<file path="src/rtl/cw_enc_pkg.sv">
// Shared constants, state encoding and a width helper for the constant-weight
// encoder. The *_DEF values are the default parameter values of the encoder.
package cw_enc_pkg;

   localparam int CW_W_DEF   = 16;     // width of each emitted distance word
   localparam int CW_T_DEF   = 9;      // number of distance words per codeword
   localparam int D_BITS_DEF = 11;     // remainder field width, chunk = 2**D_BITS
   localparam int N_LEN_DEF  = 16384;  // codeword length, must be < 2**CW_W

   // Encoder control states.
   typedef enum logic [1:0] {
      IDLE   = 2'd0,
      UNARY  = 2'd1,
      BINARY = 2'd2,
      EMIT   = 2'd3
   } state_t;

   // Bits needed to hold the values 0 .. value-1, never less than one bit.
   function automatic int clog2_min1(input int value);
      int width;
      width = 1;
      while ((1 << width) < value) begin
         width++;
      end
      return width;
   endfunction

endpackage

</file>
<file path="src/rtl/cw_rem_tracker.sv">
// Tracks the room left in the codeword (rem) and the index of the word being
// built (i). From them it derives dmax, the largest gap that still leaves one
// position for every remaining nonzero, plus the unary-run limit and the
// last-word flag the encoder FSM steers on.
module cw_rem_tracker
   import cw_enc_pkg::*;
#(
   parameter int CW_W   = CW_W_DEF,
   parameter int CW_T   = CW_T_DEF,
   parameter int D_BITS = D_BITS_DEF,
   parameter int N_LEN  = N_LEN_DEF
)(
   input  logic            clk,
   input  logic            rst_b,        // synchronous, active-high
   input  logic            i_init,       // load a fresh codeword
   input  logic            i_step,       // a word of width i_g was emitted
   input  logic [CW_W-1:0] i_g,          // emitted (already clamped) gap
   input  logic [CW_W-1:0] i_delta,      // unary part accumulated so far
   output logic [CW_W-1:0] o_dmax,       // largest legal gap for word i
   output logic            o_unary_lim,  // one more chunk would exceed dmax
   output logic            o_last        // word i is the final one
);

   localparam int I_W = clog2_min1(CW_T);

   // One spare bit so delta + chunk cannot wrap before the compare.
   localparam logic [CW_W:0] CHUNK_EXT = (CW_W + 1)'(2 ** D_BITS);

   logic [CW_W-1:0] r_rem;
   logic [I_W-1:0]  r_i;

   logic [CW_W-1:0] w_left;
   logic [CW_W:0]   w_reach;

   // Room and word index: loaded at start, consumed by every emitted word.
   // NOTE: sequential state is written only with <= so every register in the
   // design samples the values from before the edge, whatever the block order.
   always_ff @(posedge clk) begin
      if (rst_b) begin
         r_rem <= '0;
         r_i   <= '0;
      end else if (i_init) begin
         r_rem <= CW_W'(N_LEN);
         r_i   <= '0;
      end else if (i_step) begin
         // The gap itself plus the nonzero position that terminates it.
         r_rem <= r_rem - i_g - CW_W'(1);
         r_i   <= r_i + I_W'(1);
      end
   end

   // Positions still reserved for the ones that follow word i.
   assign w_left = CW_W'(CW_T) - CW_W'(r_i);

   // Never negative while encoding: every gap is clamped to dmax.
   assign o_dmax = r_rem - w_left;

   assign w_reach     = {1'b0, i_delta} + CHUNK_EXT;
   assign o_unary_lim = (w_reach > {1'b0, o_dmax});
   assign o_last      = (r_i == I_W'(CW_T - 1));

endmodule

</file>
<file path="src/rtl/cw_encoder_top.sv">
// Constant-weight encoder. Turns a serial message into CW_T gap words: each gap
// is a unary count of 2**D_BITS chunks (1 = another chunk, 0 = stop) followed
// by a D_BITS-bit remainder, MSB first. A unary run is cut short without
// reading its terminating 0 when another chunk could not fit, and a gap that
// still exceeds the room left is clamped and flagged on cw_ofl.
module cw_encoder_top
   import cw_enc_pkg::*;
#(
   parameter int CW_W   = CW_W_DEF,
   parameter int CW_T   = CW_T_DEF,
   parameter int D_BITS = D_BITS_DEF,
   parameter int N_LEN  = N_LEN_DEF
)(
   input  logic            clk,
   input  logic            rst_b,     // synchronous, active-high
   input  logic            start,
   input  logic            bin_msg,
   input  logic            bin_vld,
   output logic            bin_rdy,
   output logic [CW_W-1:0] cw_word,
   output logic            cw_vld,
   output logic            cw_done,
   output logic            cw_ofl
);

   localparam int              J_W   = clog2_min1(D_BITS);
   localparam logic [CW_W-1:0] CHUNK = CW_W'(2 ** D_BITS);

   state_t r_state;
   state_t w_state_nxt;

   logic [CW_W-1:0]   r_delta;     // unary part of the current gap
   logic [D_BITS-1:0] r_u;         // remainder bits shifted in so far
   logic [J_W-1:0]    r_j;         // remainder bits still to read, minus one

   logic [CW_W-1:0]   r_cw_word;
   logic              r_cw_vld;
   logic              r_cw_done;
   logic              r_cw_ofl;

   logic              w_rdy;
   logic              w_take;      // a message bit is consumed this cycle
   logic              w_init;      // accepted start
   logic              w_step;      // EMIT cycle: the gap is final
   logic [CW_W-1:0]   w_dmax;
   logic              w_unary_lim;
   logic              w_last;
   logic [CW_W-1:0]   w_g_raw;
   logic              w_sat;
   logic [CW_W-1:0]   w_g;

   cw_rem_tracker #(
      .CW_W   (CW_W),
      .CW_T   (CW_T),
      .D_BITS (D_BITS),
      .N_LEN  (N_LEN)
   ) u_rem (
      .clk         (clk),
      .rst_b       (rst_b),
      .i_init      (w_init),
      .i_step      (w_step),
      .i_g         (w_g),
      .i_delta     (r_delta),
      .o_dmax      (w_dmax),
      .o_unary_lim (w_unary_lim),
      .o_last      (w_last)
   );

   // Gap candidate and its clamp to the room left for this word. delta never
   // exceeds dmax and u stays below one chunk, so the sum cannot wrap.
   assign w_g_raw = r_delta + CW_W'(r_u);
   assign w_sat   = (w_g_raw > w_dmax);
   assign w_g     = w_sat ? w_dmax : w_g_raw;

   // State register.
   always_ff @(posedge clk) begin
      if (rst_b) begin
         r_state <= IDLE;
      end else begin
         r_state <= w_state_nxt;
      end
   end

   // Next state and handshake; a truncating UNARY cycle keeps bin_rdy low so
   // no bit is consumed while the run is cut short.
   // NOTE: every signal written here gets its default first, so no path can
   // leave one unassigned and infer a latch.
   always_comb begin
      w_state_nxt = r_state;
      w_rdy       = 1'b0;
      w_init      = 1'b0;
      w_step      = 1'b0;
      case (r_state)
         IDLE: begin
            if (start) begin
               w_init      = 1'b1;
               w_state_nxt = UNARY;
            end
         end
         UNARY: begin
            if (w_unary_lim) begin
               w_state_nxt = BINARY;
            end else begin
               w_rdy = 1'b1;
               if (bin_vld && !bin_msg) begin
                  w_state_nxt = BINARY;
               end
            end
         end
         BINARY: begin
            w_rdy = 1'b1;
            if (bin_vld && (r_j == '0)) begin
               w_state_nxt = EMIT;
            end
         end
         EMIT: begin
            w_step      = 1'b1;
            w_state_nxt = w_last ? IDLE : UNARY;
         end
         default: begin
            w_state_nxt = IDLE;
         end
      endcase
   end

   assign w_take = w_rdy & bin_vld;

   // Gap accumulators: chunk count in UNARY, remainder shift-in in BINARY.
   always_ff @(posedge clk) begin
      if (rst_b) begin
         r_delta <= '0;
         r_u     <= '0;
         r_j     <= '0;
      end else begin
         case (r_state)
            IDLE: begin
               if (start) begin
                  r_delta <= '0;
               end
            end
            UNARY: begin
               if (w_unary_lim || (w_take && !bin_msg)) begin
                  r_u <= '0;
                  r_j <= J_W'(D_BITS - 1);
               end else if (w_take) begin
                  r_delta <= r_delta + CHUNK;
               end
            end
            BINARY: begin
               if (w_take) begin
                  r_u <= {r_u[D_BITS-2:0], bin_msg};
                  r_j <= r_j - J_W'(1);
               end
            end
            EMIT: begin
               r_delta <= '0;
            end
            default: begin
               r_delta <= '0;
            end
         endcase
      end
   end

   // Output registers: one-cycle word/done pulses, held word, sticky overflow.
   always_ff @(posedge clk) begin
      if (rst_b) begin
         r_cw_word <= '0;
         r_cw_vld  <= 1'b0;
         r_cw_done <= 1'b0;
         r_cw_ofl  <= 1'b0;
      end else begin
         r_cw_vld  <= w_step;
         r_cw_done <= w_step & w_last;
         if (w_step) begin
            r_cw_word <= w_g;
         end
         if (w_init) begin
            r_cw_ofl <= 1'b0;
         end else if (w_step && w_sat) begin
            r_cw_ofl <= 1'b1;
         end
      end
   end

   assign bin_rdy = w_rdy;
   assign cw_word = r_cw_word;
   assign cw_vld  = r_cw_vld;
   assign cw_done = r_cw_done;
   assign cw_ofl  = r_cw_ofl;

endmodule

</file>
<file path="config.mk">
export PLATFORM = sky130hd
export DESIGN_NAME = cw_encoder_top
export DESIGN_NICKNAME = d
export VERILOG_FILES = /design/src/rtl/cw_enc_pkg.sv /design/src/rtl/cw_rem_tracker.sv /design/src/rtl/cw_encoder_top.sv
export SDC_FILE = /design/constraint.sdc
export NUM_CORES = 1
export LEC_CHECK = 0
export ABC_AREA = 1
export BUFFER_PORTS_ARGS = -buffer_cell sky130_fd_sc_hd__buf_2
export CELL_PAD_IN_SITES_DETAIL_PLACEMENT = 0
export CELL_PAD_IN_SITES_GLOBAL_PLACEMENT = 1
export CORE_MARGIN = 2
export CORE_UTILIZATION = 41
export DETAILED_ROUTE_END_ITERATION = 8
export PLACE_DENSITY_LB_ADDON = 0.3
export SLEW_MARGIN = 30
export SYNTH_ARGS = -nofsm -noshare
export SYNTH_HDL_FRONTEND = slang
export SYNTH_SLANG_ARGS = --single-unit
</file>
<file path="constraint.sdc">
create_clock -name clk -period 5.8 [get_ports clk]
set_input_delay 0.58 -clock clk [delete_from_list [all_inputs] [get_ports clk]]
set_output_delay 0.58 -clock clk [all_outputs]
set_load 0.05 [all_outputs]
</file>
# Word-level counts from Yosys, hierarchy flattened
# Cells that the tools add are included.
dict set report word_totals {
  inputBits 5
  ff_bits 72
  out_inout_bits 20
}
dict set report classes {
  n_addsub 9
  n_eq_ne 11
  mux 24
  reduce_logical 15
  n_lt_le_gt_ge 2
  n_bitwise 2
}
# cell count
set ops {}
lappend ops {{16-bit two-way mux} 4}
lappend ops {{16-bit case mux with 3 select lines} 1}
lappend ops {{16-bit subtractor} 2}
lappend ops {{15-bit two-way mux} 2}
lappend ops {{11-bit two-way mux} 2}
lappend ops {{11-bit case mux with 2 select lines} 1}
lappend ops {{16-bit by 12-bit adder with 17-bit output, second input constant} 1}
lappend ops {{17-bit by 16-bit > comparator with 1-bit output} 1}
lappend ops {{16-bit by 11-bit adder with 16-bit output} 1}
lappend ops {{16-bit by 12-bit adder with 16-bit output, second input constant} 1}
lappend ops {{16-bit > comparator} 1}
lappend ops {{16-bit by 1-bit subtractor with 16-bit output, second input constant} 1}
lappend ops {{2-bit inequality test, second input constant} 6}
lappend ops {{2-bit two-way mux} 4}
lappend ops {{4-bit two-way mux} 2}
lappend ops {{2-bit case mux with 4 select lines} 1}
lappend ops {{4-bit case mux with 2 select lines} 1}
lappend ops {{3-bit AND reduction} 2}
lappend ops {{1-bit two-way mux} 5}
lappend ops {{4-bit by 4-bit subtractor with 5-bit output, first input constant} 1}
lappend ops {{4-bit by 1-bit adder with 4-bit output, second input constant} 1}
lappend ops {{2-bit == test, second input constant} 2}
lappend ops {{4-bit == test, second input constant} 1}
lappend ops {{1-bit logical AND} 4}
lappend ops {{13 further kinds} 15}

# Depth between registers and ports, before layout
dict set report logic_depth {
  depth_word 10
  depth_mapped 40
  depth_no_buf 39
}

# By module
# From an unflattened synthesis, not the netlist that was laid out.
dict set report unflattened {
  cells_unflattened 894
  area_unflattened_um2 5662.9
}
# mod area_each_um2 n_inst seq_area_each_um2 cells_per_inst
set modules_own_cells {}
lappend modules_own_cells {cw_rem_tracker 3124.2 1 400.4 508}
lappend modules_own_cells {cw_encoder_top 2538.7 1 820.8 386}

# Worst setup path after synthesis
# OpenSTA, ideal clock, no wires.
dict set report synth_path {
  kind {reg2reg}
  from {register u_rem.r_i[1]}
  to {register u_rem.r_rem[12]}
  setup_time_ns 0.109
  t_arrival_ns 5.736
  setup_slack_ns -0.045
  stages_incl_launch_ff 36
  path_cell_list {dfxtp_1 o21ai_0 ha_1 a21oi_1 nand3_2 a31o_2 xor2_1 inv_1 ha_1 nand2_1 inv_1 nand3_1 o211ai_1 nand4_1 nand3_2 nand2_4 buf_6 nand2_1 o21a_1 inv_1 ha_1 fa_1 nand3_1 nand3_1 a21oi_1 o21bai_1 nand2_1 nand2_1 a21oi_1 o21ai_0 a21o_1 a21oi_1 or2_2 nand3_1 nand2_1 inv_1}
}
dict set report synth_via {
  elab_chain_len 6
}
# item line_no
set synth_rtl {}
lappend synth_rtl {{from (decl)} cw_rem_tracker.sv:30} ;# logic [I_W-1:0] r_i;
lappend synth_rtl {{from (signal assigned)} cw_rem_tracker.sv:48} ;# r_i <= r_i + I_W'(1);
lappend synth_rtl {{4-bit by 4-bit subtractor with 5-bit output (*)} cw_rem_tracker.sv:53} ;# assign w_left = CW_W'(CW_T) - CW_W'(r_i);
lappend synth_rtl {{16-bit subtractor (*)} cw_rem_tracker.sv:56} ;# assign o_dmax = r_rem - w_left;
lappend synth_rtl {{16-bit > comparator} cw_encoder_top.sv:72} ;# assign w_sat = (w_g_raw > w_dmax);
lappend synth_rtl {{16-bit two-way mux (*)} cw_encoder_top.sv:73} ;# assign w_g = w_sat ? w_dmax : w_g_raw;
lappend synth_rtl {{16-bit subtractor (*)} cw_rem_tracker.sv:47} ;# r_rem <= r_rem - i_g - CW_W'(1);
lappend synth_rtl {{16-bit by 1-bit subtractor with 16-bit output (*)} cw_rem_tracker.sv:47}
lappend synth_rtl {{to (signal assigned)} cw_rem_tracker.sv:43} ;# r_rem <= CW_W'(N_LEN);
lappend synth_rtl {{to (signal assigned)} cw_rem_tracker.sv:47}
lappend synth_rtl {{to (decl)} cw_rem_tracker.sv:29} ;# logic [CW_W-1:0] r_rem;
# Mark *: on every way between the ends. The rest lies on a longest branch, timed or not.
# A chain may end at the register's enable or synchronous reset.

# Worst setup path in the final report
dict set report layout_path {
  from {register u_rem.r_i[0]}
  to {register u_rem.r_rem[12]}
}
dict set report layout_via {
  elab_chain_len 6
}
# item line_no
set layout_rtl {}
lappend layout_rtl {{4-bit by 4-bit subtractor with 5-bit output (*)} cw_rem_tracker.sv:53}
lappend layout_rtl {{named net u_rem.w_left[0]} cw_rem_tracker.sv:32} ;# logic [CW_W-1:0] w_left;
lappend layout_rtl {{16-bit subtractor (*)} cw_rem_tracker.sv:56}
lappend layout_rtl {{16-bit > comparator} cw_encoder_top.sv:72}
lappend layout_rtl {{16-bit two-way mux (*)} cw_encoder_top.sv:73}
lappend layout_rtl {{16-bit subtractor (*)} cw_rem_tracker.sv:47}
lappend layout_rtl {{16-bit by 1-bit subtractor with 16-bit output (*)} cw_rem_tracker.sv:47}
# Mark *: on every way through the listed nets, which the timed path passes. The rest lies on a longest branch.

==> summary.md <==
| Metric | Value |
|---|---|
| Run status | `completed` |
| Pwr per Cell Area | `about 530 mW/mm²` |
| Synth Register Bits | `61` |
| Synthesized area per cell | `approximately 6.7 µm²` |
| Worst endpoint required time | `~6.1 ns` |
| Seq/Total Area, Yosys | `between 20 and 25%` |
| Setup CP Type | `reg -> reg` |
| CP arrival | `5.62 ns` |
| Placed wire-length estimate | `11340 µm` |
| Worst Path Max Fanout | `9` |
| Crit path time final | `~5.4 ns` |
| Setup violators final | `0` |
| Hold buffers post-CTS | `0` |
| Row Count | `42` |
| Height of the chip | `120.0 µm` |
| Final total negative setup slack | `0 ns` |
| Sw Share | `51.55%` |
| Sw Pwr | `1671 µW` |
| Chip Width | `approximately 120 µm` |
| Routed WL | `14520 µm` |
| ANT nets after route | `0` |
| Gpl congestion | `0.9322` |
| Post-DP Area | `0.005776 mm²` |
| DR DRC count | `0` |
| Yosys warning count | `0` |
| Final Cycle Share | `92.59%` |
| Worst min path class | `reg -> reg` |
| Largest net degree at the start of global routing | `55` |
| Multi-input combinational cell area | `0.003690 mm²` |
| Initial antenna violation count | `0` |
| Synth area leaders | `dfxtp_1, ha_1, nand2_1` |
| Leakage power | `around 0.0032 µW` |
| Synthesized area | `0.005519 mm²` |
| Area grow syn2layout | `11.52%` |
| Gate power share | `65.9%` |
| Final hold vios | `0` |
| DRT iter0 DRCs | `360` |
| CTS sink cnt | `61` |
| Startpoint Class | `register` |
| Tightest Pin Transition | `just under 0.9 ns` |
| Count leader, synth | `nand2_1` |
| Routed len/inst | `14.12 µm` |
| CTS clk-pin slew, worst paths | `about 0.06 ns` |
| IO Count | `25` |
| Maximum vdd ir drop | `slightly below 0.3 mV` |
| Clk_skew | `~0.0093 ns` |
| First-pass GRT wire length | `about 24000 µm` |
| Yosys top cell by area | `dfxtp_1` |
| Post-route cell area | `approximately 0.006 mm²` |
| TritonCTS Buffers | `9` |
| Setup crit end kind | `register` |
| Synth Flop Type | `dfxtp_1` |
| GR Overflow Total | `0` |
| Clock power frac | `approximately 17%` |
| Top cells by count, synth | `nand2_1, inv_1, nor2_1, dfxtp_1, ha_1` |
| Max Root-Sink Buffers | `2` |
| Drt pass-1 iters | `5` |
| Layout cells sized above 1 | `~17%` |
| Core ar. | `~0.013 mm²` |
| CP max-delay cell | `fa_1` |
| Max_cap viols | `0` |
| Routed vias/inst | `between 5 and 6` |
| Worst skew pair latency | `0.35 ns` |
| Cell mode on critical path | `nand2_1` |
| Fill count | `1350` |
| Via count of the first global-routing pass | `4997` |
| Die area | `around 0.014 mm²` |
| H-tree Lvls | `3` |
| Reg power frac | `17.2%` |
| FF/Latch Area | `around 0.0012 mm²` |
| Initial Util | `41.84%` |
| Area share of the largest cell type after synthesis | `22.13%` |
| IO buf count | `24` |
| DR vias | `5188` |
| Synth Instances | `828` |
| Post-synth EDFFs | `0` |
| Max Slew Vio Count | `0` |
| Root buffer cell | `clkbuf_16` |
| Final Net Count | `a little over 900` |
| Total power | `3241 µW` |
| Crit path largest cell delay | `0.46 ns` |
| Final core occ | `46.66%` |
| FMAX | `between 150 and 200 MHz` |
| ANT cells | `0` |
| Global Route Usage Sum | `a little over a fifth` |
| P_int | `between 1500 and 2000 µW` |
| Net Count, Synth | `between 800 and 900` |
| Asr flop ratio synth | `0%` |
| CTS tree | `done` |
| Rel. slew slack | `40.48%` |
| Netlist cell types | `between 50 and 60` |
==> power by group through the flow <==
stage / clock [µW] / combinational, µW / sequential [µW]
6_report: 546 / 2140 / 558
5_1_grt: 575 / 2420 / 568
4_1_cts: 559 / 2060 / 558
3_5_place_dp: 0 / 2050 / 566
3_3_place_gp: 0 / 2020 / 565
2_1_floorplan: 0 / 1560 / 632
==> what timing repair did <==
| action | CTS | global route |
|---|---|---|
| setup endpoints to repair | 0 | 7 |
| setup buffers | 0 | 4 |
| gates resized for setup | 0 | 16 |
==> through the flow <==
stage | setup slack, ns | std cells | hold WS, ns
6_report | 0.4300 | 1028 | 0.4715
4_1_cts | 0.08175 | 1024 | 0.4704
3_3_place_gp | 0.2737 | 1008 | 0.4554
5_1_grt | -0.01778 | 1028 | 0.4880
2_1_floorplan | 0.3125 | 828 | 0.4434
3_5_place_dp | 0.1024 | 1008 | 0.4492
==> logic make-up after synthesis <==
logic type | Yosys count | synth area share [%]
AND/OR/NAND/NOR | 381 | 31.65
XOR/XNOR | 30 | 4.897
adder cells (fa/ha/maj) | 62 | 14.31
AO/OA/AOI/OAI | 132 | 14.87
flip-flops | 61 | 22.13
other | 1 | 0.06795
buffers and inverters | 161 | 12.08
==> state kept, by name (all words and copies together), names as in the netlist <==
name,flops
cw_done,1
cw_ofl,1
cw_vld,1
cw_word,16
r_delta,5
r_j,4
r_state,2
r_u,11
u_rem.r_i,4
u_rem.r_rem,16
==> cell type report <==
type	count	share of cell area, %
multi-input cells	606	59.95
flip-flops and latches	61	19.88
inverters	133	8.193
clock buffers	12	4.005
repair buffers	36	3.619
well taps	176	3.578
clock inverters	4	0.7725
==> layout by cell type (no fill, tap or decap), types with 6 or more instances in the layout <==
master,n
nand4_1,23
nor2_1,73
a21oi_1,52
nand3_1,53
o211ai_1,12
ha_1,57
nand2_1,182
inv_2,10
o21ai_1,6
o21ai_0,21
nor2_2,6
dfxtp_1,59
nand2_2,21
o21ai_2,15
buf_2,24
xor2_1,24
inv_1,121
clkbuf_16,9
buf_4,11
==> per-layer routing <==
metal / track usage [%] / share of wire (%) / vias up
li1: - / - / 2718
met1: 27.85 / 47 / 2322
met2: 35.37 / 45 / 119
met3: 3.517 / 4.1 / 29
met4: 10.29 / 3.4 / 0
met5: 0 / 0 / -
==> critical path: cells and delay by family (launching register included) <==
| family | cells | cell delay [ns] |
|---|---|---|
| XOR/XNOR | 1 | 0.27 |
| AO/OA/AOI/OAI | 8 | 1.10 |
| adder cells (fa/ha/maj) | 5 | 1.52 |
| buffers and inverters | 6 | 0.49 |
| AND/OR/NAND/NOR | 17 | 1.54 |
| flip-flops | 1 | 0.32 |
==> final timing paths <==
kind         cells after the start    startpoint  slack (ns)              end
max                             37  u_rem.r_i[0]        0.43  u_rem.r_rem[12]
min                              2    cw_word[8]        0.47       cw_word[8]
max reg2reg                     37  u_rem.r_i[0]        0.43  u_rem.r_rem[12]
min reg2reg                      2    cw_word[8]        0.47       cw_word[8]
No activity file was read; power rests on OpenSTA's default activity.
